`config.mk`:
```
export PLATFORM = sky130hd
export DESIGN_NAME = relu_maxpool
export DESIGN_NICKNAME = d
export VERILOG_FILES = /design/src/rtl/conv_pkg.sv /design/src/rtl/max_tree.sv /design/src/rtl/relu_maxpool.sv
export SDC_FILE = /design/constraint.sdc
export NUM_CORES = 1
export LEC_CHECK = 0
export ABC_AREA = 0
export CAP_MARGIN = 0
export CELL_PAD_IN_SITES_DETAIL_PLACEMENT = 2
export CELL_PAD_IN_SITES_GLOBAL_PLACEMENT = 2
export CORE_ASPECT_RATIO = 1.25
export CORE_MARGIN = 4
export CORE_UTILIZATION = 30
export CTS_BUF_LIST = sky130_fd_sc_hd__clkbuf_16
export CTS_CLUSTER_SIZE = 16
export DETAILED_ROUTE_END_ITERATION = 12
export HOLD_SLACK_MARGIN = 0.02
export PLACE_DENSITY_LB_ADDON = 0.1
export SYNTH_ARGS = -nofsm -noshare
export SYNTH_HDL_FRONTEND = slang
export SYNTH_HIERARCHICAL = 1
export SYNTH_SLANG_ARGS = --single-unit
export TNS_END_PERCENT = 30
```
`constraint.sdc`:
```
create_clock -name clk -period 21.3 [get_ports clk]
set_input_delay 4.26 -clock clk [delete_from_list [all_inputs] [get_ports clk]]
set_output_delay 4.26 -clock clk [all_outputs]
set_load 0.01 [all_outputs]
```
`src/rtl/conv_pkg.sv`:
```
// conv_pkg: geometry helpers and FSM state encoding shared by the conv and pooling layers.
`default_nettype none

package conv_pkg;

  localparam int         STATE_W = 2;
  localparam logic [1:0] S_IDLE  = 2'd0;
  localparam logic [1:0] S_POOL  = 2'd1;
  localparam logic [1:0] S_FIN   = 2'd2;

  // Number of window positions along one axis; trailing partial windows are dropped.
  function automatic int pool_dim(input int size, input int pool, input int stride);
    return (size - pool) / stride + 1;
  endfunction

  function automatic int flat_idx(input int a, input int b, input int c,
                                  input int nb, input int nc);
    return a * nb * nc + b * nc + c;
  endfunction

  function automatic int cnt_w(input int n);
    return (n > 1) ? $clog2(n) : 1;
  endfunction

endpackage

`default_nettype wire

```
`src/rtl/max_tree.sv`:
```
// max_tree: combinational signed max of N packed elements; clamps each element at 0 when RELU_EN is defined.
`default_nettype none

module max_tree #(
  parameter int WIDTH = 8,
  parameter int N     = 4
) (
  input  logic [N*WIDTH-1:0] elems,
  output logic [WIDTH-1:0]   max_out
);

  function automatic logic [WIDTH-1:0] clamp(input logic [WIDTH-1:0] x);
`ifdef RELU_EN
    return x[WIDTH-1] ? '0 : x;
`else
    return x;
`endif
  endfunction

  logic [WIDTH-1:0] cand;

  always_comb begin
    max_out = clamp(elems[WIDTH-1:0]);
    cand    = '0;
    for (int k = 1; k < N; k++) begin
      cand = clamp(elems[k*WIDTH +: WIDTH]);
      if ($signed(cand) > $signed(max_out))
        max_out = cand;
    end
  end

endmodule

`default_nettype wire

```
`src/rtl/relu_maxpool.sv`:
```
// relu_maxpool: snapshots the conv feature map and max-pools one window per enabled clock.
// Optional ReLU clamp before pooling is enabled by defining RELU_EN.
`default_nettype none

module relu_maxpool
  import conv_pkg::*;
#(
  parameter int OUT_WIDTH   = 8,
  parameter int DEPTH       = 2,
  parameter int COL_SIZE    = 4,
  parameter int ROW_SIZE    = 4,
  parameter int POOL        = 2,
  parameter int POOL_STRIDE = 2
) (
  input  logic clk,
  input  logic rst,
  input  logic en,
  input  logic start,
  input  logic [DEPTH*ROW_SIZE*COL_SIZE*OUT_WIDTH-1:0] y_in,
  output logic [DEPTH*pool_dim(ROW_SIZE, POOL, POOL_STRIDE)*pool_dim(COL_SIZE, POOL, POOL_STRIDE)*OUT_WIDTH-1:0] p,
  output logic done
);

  localparam int PCOL  = pool_dim(COL_SIZE, POOL, POOL_STRIDE);
  localparam int PROW  = pool_dim(ROW_SIZE, POOL, POOL_STRIDE);
  localparam int WIN_N = POOL * POOL;
  localparam int DW    = cnt_w(DEPTH);
  localparam int IW    = cnt_w(PROW);
  localparam int JW    = cnt_w(PCOL);
  localparam logic [DW-1:0] D_LAST = DW'(DEPTH - 1);
  localparam logic [IW-1:0] I_LAST = IW'(PROW - 1);
  localparam logic [JW-1:0] J_LAST = JW'(PCOL - 1);

  logic [STATE_W-1:0] state, state_nxt;
  logic [DW-1:0]      win_d;
  logic [IW-1:0]      win_i;
  logic [JW-1:0]      win_j;
  logic [$bits(y_in)-1:0] snap;
  logic               last_win, load, write, done_nxt;
  logic [WIN_N*OUT_WIDTH-1:0] win_elems;
  logic [OUT_WIDTH-1:0]       win_max;

  assign last_win = (win_d == D_LAST) && (win_i == I_LAST) && (win_j == J_LAST);

  always_ff @(posedge clk) begin
    if (rst)
      state <= S_IDLE;
    else if (en)
      state <= state_nxt;
  end

  always_comb begin
    state_nxt = state;
    case (state)
      S_IDLE:  if (start)    state_nxt = S_POOL;
      S_POOL:  if (last_win) state_nxt = S_FIN;
      S_FIN:   if (!start)   state_nxt = S_IDLE;
      default: state_nxt = S_IDLE;
    endcase
  end

  always_comb begin
    load     = 1'b0;
    write    = 1'b0;
    done_nxt = 1'b0;
    case (state)
      S_IDLE: load = start;
      S_POOL: begin
        write    = 1'b1;
        done_nxt = last_win;
      end
      S_FIN:  done_nxt = start;
      default: ;
    endcase
  end

  // Gather the current window out of the snapshot, row-major inside the window.
  always_comb begin
    win_elems = '0;
    for (int a = 0; a < POOL; a++) begin
      for (int b = 0; b < POOL; b++) begin
        win_elems[(a*POOL+b)*OUT_WIDTH +: OUT_WIDTH] =
          snap[flat_idx(int'(win_d), int'(win_i)*POOL_STRIDE + a,
                        int'(win_j)*POOL_STRIDE + b, ROW_SIZE, COL_SIZE)*OUT_WIDTH +: OUT_WIDTH];
      end
    end
  end

  max_tree #(
    .WIDTH(OUT_WIDTH),
    .N    (WIN_N)
  ) u_max_tree (
    .elems  (win_elems),
    .max_out(win_max)
  );

  always_ff @(posedge clk) begin
    if (rst) begin
      snap  <= '0;
      p     <= '0;
      done  <= 1'b0;
      win_d <= '0;
      win_i <= '0;
      win_j <= '0;
    end else if (en) begin
      done <= done_nxt;
      if (load) begin
        snap  <= y_in;
        win_d <= '0;
        win_i <= '0;
        win_j <= '0;
      end
      if (write) begin
        p[flat_idx(int'(win_d), int'(win_i), int'(win_j), PROW, PCOL)*OUT_WIDTH +: OUT_WIDTH] <= win_max;
        if (win_j != J_LAST) begin
          win_j <= win_j + 1'b1;
        end else begin
          win_j <= '0;
          if (win_i != I_LAST) begin
            win_i <= win_i + 1'b1;
          end else begin
            win_i <= '0;
            win_d <= (win_d == D_LAST) ? '0 : win_d + 1'b1;
          end
        end
      end
    end
  end

endmodule

`default_nettype wire

```
**Word level (Yosys, flattened, before mapping)**

Index checks and enable logic that the tools add are counted.

- Flip-flop bits (word level): 326
- Input port bits: 260
- Output and inout bits: 65

- Add/sub/neg operators: 14
- $lt $le $gt $ge: 3
- Equal/unequal tests: 5
- Shift-type cells: 6
- Multiplexer cells: 23
- Reductions and logical operators: 8

Operators by type and width:

| cell | number |
|---|---|
| $shiftx 256x32->8 | 3 |
| $shiftx 256x11->8 | 1 |
| $bwmux 64 | 1 |
| $shift 8x33->64 const A | 1 |
| $shiftx 8x33->64 | 1 |
| $add 29x3->29 | 2 |
| $neg 8->33 | 1 |
| $add 7x29->29 | 1 |
| $gt 8x8->1 | 3 |
| $mux 8 | 3 |
| $mux 1 | 14 |
| $add 6x3->7 | 1 |
| $add 2x1->3 const B | 2 |
| $add 5x4->6 | 1 |
| $add 5x5->6 | 1 |
| $mux 2 | 3 |
| $ne 2x2->1 const B | 3 |
| $pmux 2 s3 | 1 |
| $reduce_and 2->1 | 3 |
| $add 4x1->5 | 1 |
| $add 3x2->4 | 1 |
| $reduce_and 4->1 | 1 |
| $add 1x1->1 const B | 3 |
| $eq 2x1->1 const B | 1 |
| other kinds (5) | 6 |

**Longest topological paths before layout**

Gate-level depths: netlist (run 1).

- Word-level depth: 11
- Gate-level depth with buffers: 38
- Gate-level depth less buffers: 32

**Cells and area by module**

Netlist (run 1), hierarchy kept.

Modules (own cells, without submodules):

| module | times used | cells each | area an instance (sq um) | seq. area each (sq um) |
|---|---|---|---|---|
| relu_maxpool | 1 | 1605 | 13868.3 | 6526.3 |
| max_tree | 1 | 151 | 1256.2 | 0.0 |

**Worst setup path before layout (run 1)**

OpenSTA, ideal clock, no wires.

- Kind: register -> register
- Start point: reg win_j
- End point: reg p[55]
- Setup time: 0.072 ns
- Data arrival time: 6.888 ns
- Required time: 21.228 ns
- Setup slack: 14.340 ns
- Stages on the path, launching flop included: 38
- Path buffers: 6
- Clock period less this slack: 6.960 ns
- Cell sequence: dfxtp_1 -> buf_6 -> buf_6 -> buf_6 -> mux4_2 -> nand2_1 -> nand2_1 -> ha_1 -> a21o_1 -> a2111oi_4 -> a211oi_4 -> nor2_1 -> mux2_2 -> inv_1 -> ha_1 -> and4_1 -> and2_1 -> nand3_1 -> [2 not listed] -> or3_1 -> buf_6 -> a2111oi_4 -> nor2_1 -> ha_1 -> nor2b_1 -> o21ai_0 -> nand2b_1 -> a21oi_1 -> o21ai_0 -> a31o_2 -> clkbuf_1 -> clkbuf_1 -> nand2_1 -> o31ai_1 -> nor2b_1 -> nand2_1 -> mux2i_1

- Word-level cells in the longest chain between the ends: 11
- Elaborated cells between the ends (all ways): 20

Ends and longest elaborated chain:

| what | RTL line | RTL |
|---|---|---|
| start: declaration | relu_maxpool.sv:37 | `logic [JW-1:0] win_j;` |
| start signal: assignment | relu_maxpool.sv:116 | `win_j <= win_j + 1'b1;` |
| $add 2x1->3 (*) | relu_maxpool.sv:84 | `int'(win_j)*POOL_STRIDE + b, ROW_SIZE, COL_SIZE)*OUT_WIDTH +: OUT_WIDTH];` |
| $add 7x29->29 (*) | conv_pkg.sv:18 | `return a * nb * nc + b * nc + c;` |
| $shiftx 256x32->8 (*) | relu_maxpool.sv:83 | `snap[flat_idx(int'(win_d), int'(win_i)*POOL_STRIDE + a,` |
| net win_elems[13] | relu_maxpool.sv:40 | `logic [WIN_N*OUT_WIDTH-1:0] win_elems;` |
| $gt 8x8->1 | max_tree.sv:27 | `if ($signed(cand) > $signed(max_out))` |
| $mux 8 (*) | max_tree.sv:27 |  |
| $gt 8x8->1 | max_tree.sv:27 |  |
| $mux 8 (*) | max_tree.sv:27 |  |
| $gt 8x8->1 | max_tree.sv:27 |  |
| $mux 8 (*) | max_tree.sv:27 |  |
| net win_max[7] | relu_maxpool.sv:41 | `logic [OUT_WIDTH-1:0] win_max;` |
| $shiftx 8x33->64 (*) | relu_maxpool.sv:114 | `p[flat_idx(int'(win_d), int'(win_i), int'(win_j), PROW, PCOL)*OUT_WIDTH +: OUT_WIDTH] <= win_max;` |
| $bwmux 64 (*) | relu_maxpool.sv:114 |  |
| end signal: indexed assignment | relu_maxpool.sv:114 |  |
| end: declaration | relu_maxpool.sv:20 | `output logic [DEPTH*pool_dim(ROW_SIZE, POOL, POOL_STRIDE)*pool_dim(COL_SIZE, POOL, POOL_STRIDE)*OUT_WIDTH-1:0] ...` |

Mark *: on every way through the listed nets, which the timed path passes. The rest lies on a longest branch.
A chain may end at the register's enable or synchronous reset.

**Worst setup path after layout (run 1)**

- Start point: reg win_i
- End point: reg p[41]

- Word-level cells in the longest chain between the ends: 11
- Elaborated cells between the ends (all ways): 23

Ends and longest elaborated chain:

| what | RTL line | RTL |
|---|---|---|
| start: declaration | relu_maxpool.sv:36 | `logic [IW-1:0] win_i;` |
| start signal: assignment | relu_maxpool.sv:120 | `win_i <= win_i + 1'b1;` |
| $add 5x4->6 (*) | conv_pkg.sv:18 |  |
| $add 29x3->29 (*) | conv_pkg.sv:18 |  |
| $shiftx 256x32->8 (*) | relu_maxpool.sv:83 |  |
| net win_elems[5] | relu_maxpool.sv:40 |  |
| $gt 8x8->1 | max_tree.sv:27 |  |
| $mux 8 (*) | max_tree.sv:27 |  |
| $gt 8x8->1 | max_tree.sv:27 |  |
| $mux 8 (*) | max_tree.sv:27 |  |
| $gt 8x8->1 | max_tree.sv:27 |  |
| $mux 8 (*) | max_tree.sv:27 |  |
| net win_max[1] | relu_maxpool.sv:41 |  |
| $shiftx 8x33->64 (*) | relu_maxpool.sv:114 |  |
| $bwmux 64 (*) | relu_maxpool.sv:114 |  |

Marks and branches as above.

==> flow_metrics.tcl, run 1 <==
set metrics [dict create \
    status "finished, final reports clean" \
    cts_hold_buffers 0 \
    power_density_mw_per_mm2 83.3 \
    cts_sinks 326 \
    track_usage_pct 19.9 \
    dr_total_vias 13300 \
    boundaryPins 325 \
    critPathMostFrequentCell "nand2_1" \
    layout_min_cycle_time_ns 8.76 \
    dp_hpwl_um 40900 \
    cp_slowest_cell "buf_4" \
    fin_skew_ns 0.0215 \
    area_delta_synth_final_pct 31.5 \
    syn_area_per_cell_um2 8.61 \
    layout_commonest_cell "nand2_1" \
    async_flop_share_pct 0 \
    wl_um 56000 \
    cp.required_ns 21.78 \
    final_core_util_pct 40.1 \
    cts-root-buf "clkbuf_16" \
    postCtsSetupBuffers 0 \
    tightest_slew_ns 1.17 \
    crit_path_start_kind "flop" \
    worstSkewPairLatency_ns 0.55 \
    rsz0062_at_grt "false" \
    syn_area_mm2 0.0151 \
    worstSetupPathType "reg -> reg" \
    setup_viol 0 \
    cts_tree "yes" \
    ys_seq_elements 326 \
    nFillCells 5516 \
    path_max_fanout 45 \
    die-area_mm2 0.0541 \
    via_per_inst 4.93 \
    syn_nets 2048 \
    crit_path_end_kind "flop" \
    synth_edf_count 0 \
    ys_types 58 \
    postSynthCellCount 1756 \
    first_iter_violations 450 \
    drv_cap 0 \
    ys_seq_area_share_pct 43.2 \
    leakagePower_nw 7.14 \
    synth_top_flop_cell "dfxtp_1" \
    gp_congestion 0.766 \
    clk_pin_slew_ns 0.06 \
    r2r-start "win_i" \
    cp-endpoint "p[41]" \
    drtAntennaViolNets 0 \
    std_cell_rows 91 \
    clk_path_buf_depth 3 \
    final_cell_mix "655 x nand2_1, 323 x dfxtp_1, 323 x clkdlybuf4s50_1" \
    ys_warn_count 6 \
    cts_resized 0 \
    startpoint "win_i" \
    initial_core_util_pct 30.5 \
    die_x_um 209 \
    cpPeakStageDelay_ns 0.72 \
    drive_gt1_share_pct 8.90 \
    timing.fmax_ghz 0.114 \
    overflow 0 \
    reg2reg_depth 33 \
    first_pass_iters 4 \
    period_share_pct 41.1 \
    drt-wirelength-per-cell_um 20.9 \
    antenna_found_initial 3 \
    fp.dieH_um 259 \
    grt_pass1_wl_um 85100 \
    cts_made_buffers 39 \
    final_nets 2297 \
    reg2reg_to "p[41]" \
    core_mm2 0.0496 \
    maxSlewViolCount 0 \
    grt_pass1_vias 14500 \
    grt_max_degree 159 \
    critical_path_arrival_ns 9.24 \
    fin_tns_setup_ns 0 \
    port_buffers 324 \
    maxSlewHeadroom_pct 21.9 \
    report.final.hold_viol_count 0 \
    h-tree-depth 2 \
    min-delay-path-class "reg -> reg" \
    ir_worst_vdd_mv 0.0495 \
    drc 0 \
    rrSetupSlack_ns 12.54 \
]
-- power breakdown --
part	internal [mW]	switching, mW
Combinational	0.161	0.206
Clock	0.371	0.267
Sequential	0.637	0.0148
-- flip-flops by register name, indices dropped and copies added (netlist names) --
signal and flops:
win_d 1, win_i 1, win_j 1, state 2
p 64, done 1, snap 256
-- worst max-delay path: cells and delay by family (launching register included) --
kind | cells | cell delay (ns)
buf+inv | 3 | 0.86
simple gates | 12 | 2.30
mux | 4 | 1.23
flops | 1 | 0.67
fa+ha+maj | 3 | 0.66
compound gates | 11 | 2.90
-- how the worst min path moves through the flow --
stage | start | end | slack, ns | depth (start not counted)
3_3_place_gp | snap[124] | snap[124] | 0.44 | 2
5_1_grt | snap[144] | snap[144] | 0.47 | 2
3_5_place_dp | snap[8] | snap[8] | 0.45 | 2
6_report | snap[224] | snap[224] | 0.45 | 2
2_1_floorplan | snap[100] | snap[100] | 0.43 | 2
4_1_cts | snap[136] | snap[136] | 0.46 | 2
-- final cells by class --
cell class	instances	area, um^2	share of cell area (%)
Antenna cell	1	2.50	0.0126
Clock buffer	41	1030	5.16
Clock inverter	29	183	0.918
Inverter	24	90.1	0.453
Multi-Input combinational cell	1275	7870	39.6
Sequential cell	326	6540	32.8
Tap cell	651	815	4.09
Timing Repair Buffer	339	3370	17.0
-- logic make-up (layout without fill, tap and decap cells) --
group | count (synthesis) | count (layout) | share of synthesized area [%]
AO/OA/AOI/OAI | 315 | 315 | 12.4
adder cells (fa/ha/maj) | 32 | 32 | 2.65
buffers and inverters | 155 | 433 | 5.02
flip-flops | 326 | 326 | 43.2
multiplexers | 136 | 136 | 14.4
other | 0 | 1 | 0
AND/OR/NAND/NOR | 792 | 792 | 22.4
-- metal layers --
metal / track usage, % / part of all wire [%] / vias up
li1: - / - / 6390
met1: 22.8 / 40 / 6615
met2: 39.2 / 55 / 192
met3: 2.95 / 2.9 / 52
met4: 3.41 / 1.3 / 2
met5: 0 / 0.012 / -
-- metrics by stage --
stage          instances  setup slack (ns)  hold WS, ns  power [mW]  cell area (um^2)
2_1_floorplan       1756             14.34        0.433       0.905             15100
4_1_cts             2685             12.42        0.456        1.68             19900
5_1_grt             2685             11.70        0.474        1.75             19900
6_report            2686             12.54        0.454        1.66             19900
3_5_place_dp        2615             12.45        0.449        1.04             18700
3_3_place_gp        2615             12.75        0.439        1.03             18700
-- cells in the mapped netlist (all sizes together), types with 2 or more instances --
cell type | count | area (um^2)
nor4b | 3 | 26.3
nor2 | 8 | 30.0
o21ai | 6 | 33.8
mux2 | 13 | 146
mux4 | 64 | 1440
and2 | 3 | 18.8
nor2b | 21 | 139
nor3b | 4 | 40.0
a31oi | 8 | 50.1
a2111oi | 8 | 208
ha | 32 | 400
o211ai | 2 | 15.0
and4 | 3 | 31.3
or2 | 6 | 37.5
or3 | 2 | 12.5
o31ai | 8 | 60.1
nor3 | 5 | 41.3
nand2 | 655 | 2460
clkbuf | 38 | 143
nand2b | 62 | 388
dfxtp | 326 | 6530
a211oi | 5 | 62.6
mux2i | 59 | 591
nand3 | 9 | 50.1
nand4 | 7 | 75.1
inv | 23 | 86.3
a21o | 2 | 15.0
a21oi | 266 | 1330
buf | 93 | 527
Power figures use the tool's default switching activity.
==> run 2, diff against run 1 <==
==> constraint.sdc (replaced) <==
create_clock -name clk -period 8.3 [get_ports clk]
set_input_delay 1.66 -clock clk [delete_from_list [all_inputs] [get_ports clk]]
set_output_delay 1.66 -clock clk [all_outputs]
set_load 0.01 [all_outputs]
==> run 2 against run 1 <==
Net effect:
- core utilization increased by 0.096 points
- highest routed layer unchanged
- critical endpoint is now p[55]
- clock power increased by 150%
- wire length increased by 1.1%
- fmax increased by 15%
- largest power group unchanged
==> flow_metrics.tcl, run 2 (synthesis gave the netlist of run 1 again) <==
set metrics [dict create \
    die-area_mm2 0.0541 \
    pwr-share-comb_pct 22.8 \
    cts_hold_buffers 0 \
    cts-root-buf "clkbuf_16" \
    internal_power_mw 2.97 \
    clk_path_buf_depth 3 \
    wl_um 56600 \
    final_nets 2302 \
    layout_commonest_cell "nand2_1" \
    maxSlewViolCount 0 \
    core_mm2 0.0496 \
    maxSlewHeadroom_pct 25.5 \
    grt_pass1_wl_um 86500 \
    period_share_pct 92.1 \
    path_max_fanout 34 \
    cts_made_buffers 37 \
    area_delta_synth_final_pct 31.8 \
    die_x_um 209 \
    status "finished, final reports clean" \
    overflow 0 \
    setup_slack_ns 0.657 \
    antenna_found_initial 1 \
    cp.required_ns 8.75 \
    grt_max_degree 159 \
    dp_hpwl_um 42200 \
    cp_slowest_cell "dfxtp_4" \
    dp.cells 2617 \
    crit_path_start_kind "flop" \
    gp_congestion 0.784 \
    switching_share_pct 29.5 \
    crit_path_end_kind "flop" \
    power_density_mw_per_mm2 211 \
    largest_reg_flops 256 \
    cts_tree "yes" \
    final_cell_mix "655 x nand2_1, 323 x dfxtp_1, 323 x clkdlybuf4s50_1" \
    worstSetupPathType "reg -> reg" \
    dr_total_vias 13200 \
    fin_cells 2689 \
    place_ws_ns -0.0803 \
    p_clk_share_pct 37.4 \
    cp_num_buf_inv 1 \
    h-tree-depth 2 \
    p_switching_mw 1.24 \
    cpPeakStageDelay_ns 0.68 \
    report.final.hold_viol_count 0 \
    grt_pass1_vias 14800 \
    initial_core_util_pct 30.5 \
    worstHoldStart "snap[234]" \
    first_iter_violations 472 \
    fin_skew_ns 0.0117 \
    drtAntennaViolNets 0 \
    largest_register "snap" \
    biggestRegsByFlops "snap (256), p (64), state (2)" \
    boundaryPins 325 \
    drv_cap 0 \
    fp.dieH_um 259 \
    worstSkewPairLatency_ns 0.53 \
    via_per_inst 4.92 \
    first_pass_iters 4 \
    diodes 0 \
    tightest_slew_ns 1.12 \
    drive_gt1_share_pct 9.57 \
    rsz0062_at_grt "false" \
    cp_top_family "simple AND/OR/NAND/NOR gates" \
    ir_worst_vdd_mv 0.108 \
    seqPwrFrac_pct 39.8 \
    min-delay-path-class "reg -> reg" \
    critical_path_arrival_ns 8.09 \
    drt-wirelength-per-cell_um 21.1 \
    std_cell_rows 91 \
    track_usage_pct 20.2 \
    layout_min_cycle_time_ns 7.64 \
    clk_pin_slew_ns 0.06 \
    setup_viol 0 \
    startpoint "win_i" \
    timing.fmax_ghz 0.131 \
    port_buffers 324 \
    leakagePower_nw 7.17 \
    r2r-start "win_i" \
    drc 0 \
    cts_sinks 326 \
]
==> run 2: changes by cell type in the layout (fill, tap and decap cells not counted), sizes merged <==
cell,delta
clkbuf,-2
clkinvlp,-1
buf,+7
diode,-1
clkinv,-1
inv,+1
==> run 2: path summary, 6_finish.rpt <==
path / to / slack (ns) / cells past startpoint
hold reg to reg: snap[234] / 0.45 / 2
setup / recovery: p[55] / 0.66 / 28
setup reg to reg: p[55] / 0.66 / 28
hold / removal: snap[234] / 0.45 / 2
==> run 2: repair_timing <==
item,4_1_cts,5_1_grt
gates resized for setup,4,5
setup endpoints to repair,20,64
pin swaps,0,0
buffers inserted,0,5
==> run 2: routing by layer <==
layer	vias to the layer above	wire [um]	GRT usage (%)
met3	63	1670	2.53
met2	213	31300	39.8
met1	6541	22400	22.8
met4	2	1240	4.99
li1	6409	-	-
met5	-	13	0
==> run 2: cell type report <==
type,instances,area [um^2]
fill,5572,29700
multi-input combinational,1275,7900
sequential,326,6540
timing repair buffer,346,3450
clock buffer,39,976
tap,651,815
clock inverter,28,176
inverter,24,90.1
==> run 2: tightest hold or removal path, delay by kind of cell, from the launching register on <==
family          cells  cell delay, ns
flops               1            0.31
compound gates      1            0.05
simple gates        1            0.05
==> run 2: power groups by stage <==
stage | Combinational [mW] | Sequential [mW] | Clock [mW]
after floorplan | 0.629 | 1.69 | 0
after detailed placement | 0.955 | 1.71 | 0
after CTS | 0.962 | 1.68 | 1.63
after global placement | 0.917 | 1.71 | 0
final | 0.960 | 1.68 | 1.58
after global routing | 1.06 | 1.68 | 1.70
==> run 2: stage by stage <==
stage	instance area (um^2)	hold slack (ns)	power, mW	setup TNS (ns)	util, %
after CTS	19900	0.457	4.27	0	40.0
after detailed placement	18700	0.449	2.67	-0.529	37.7
final	19900	0.454	4.22	0	40.2
after floorplan	15100	0.433	2.32	0	-
after global routing	19900	0.474	4.45	0	40.2
after global placement	18700	0.441	2.63	0	37.7
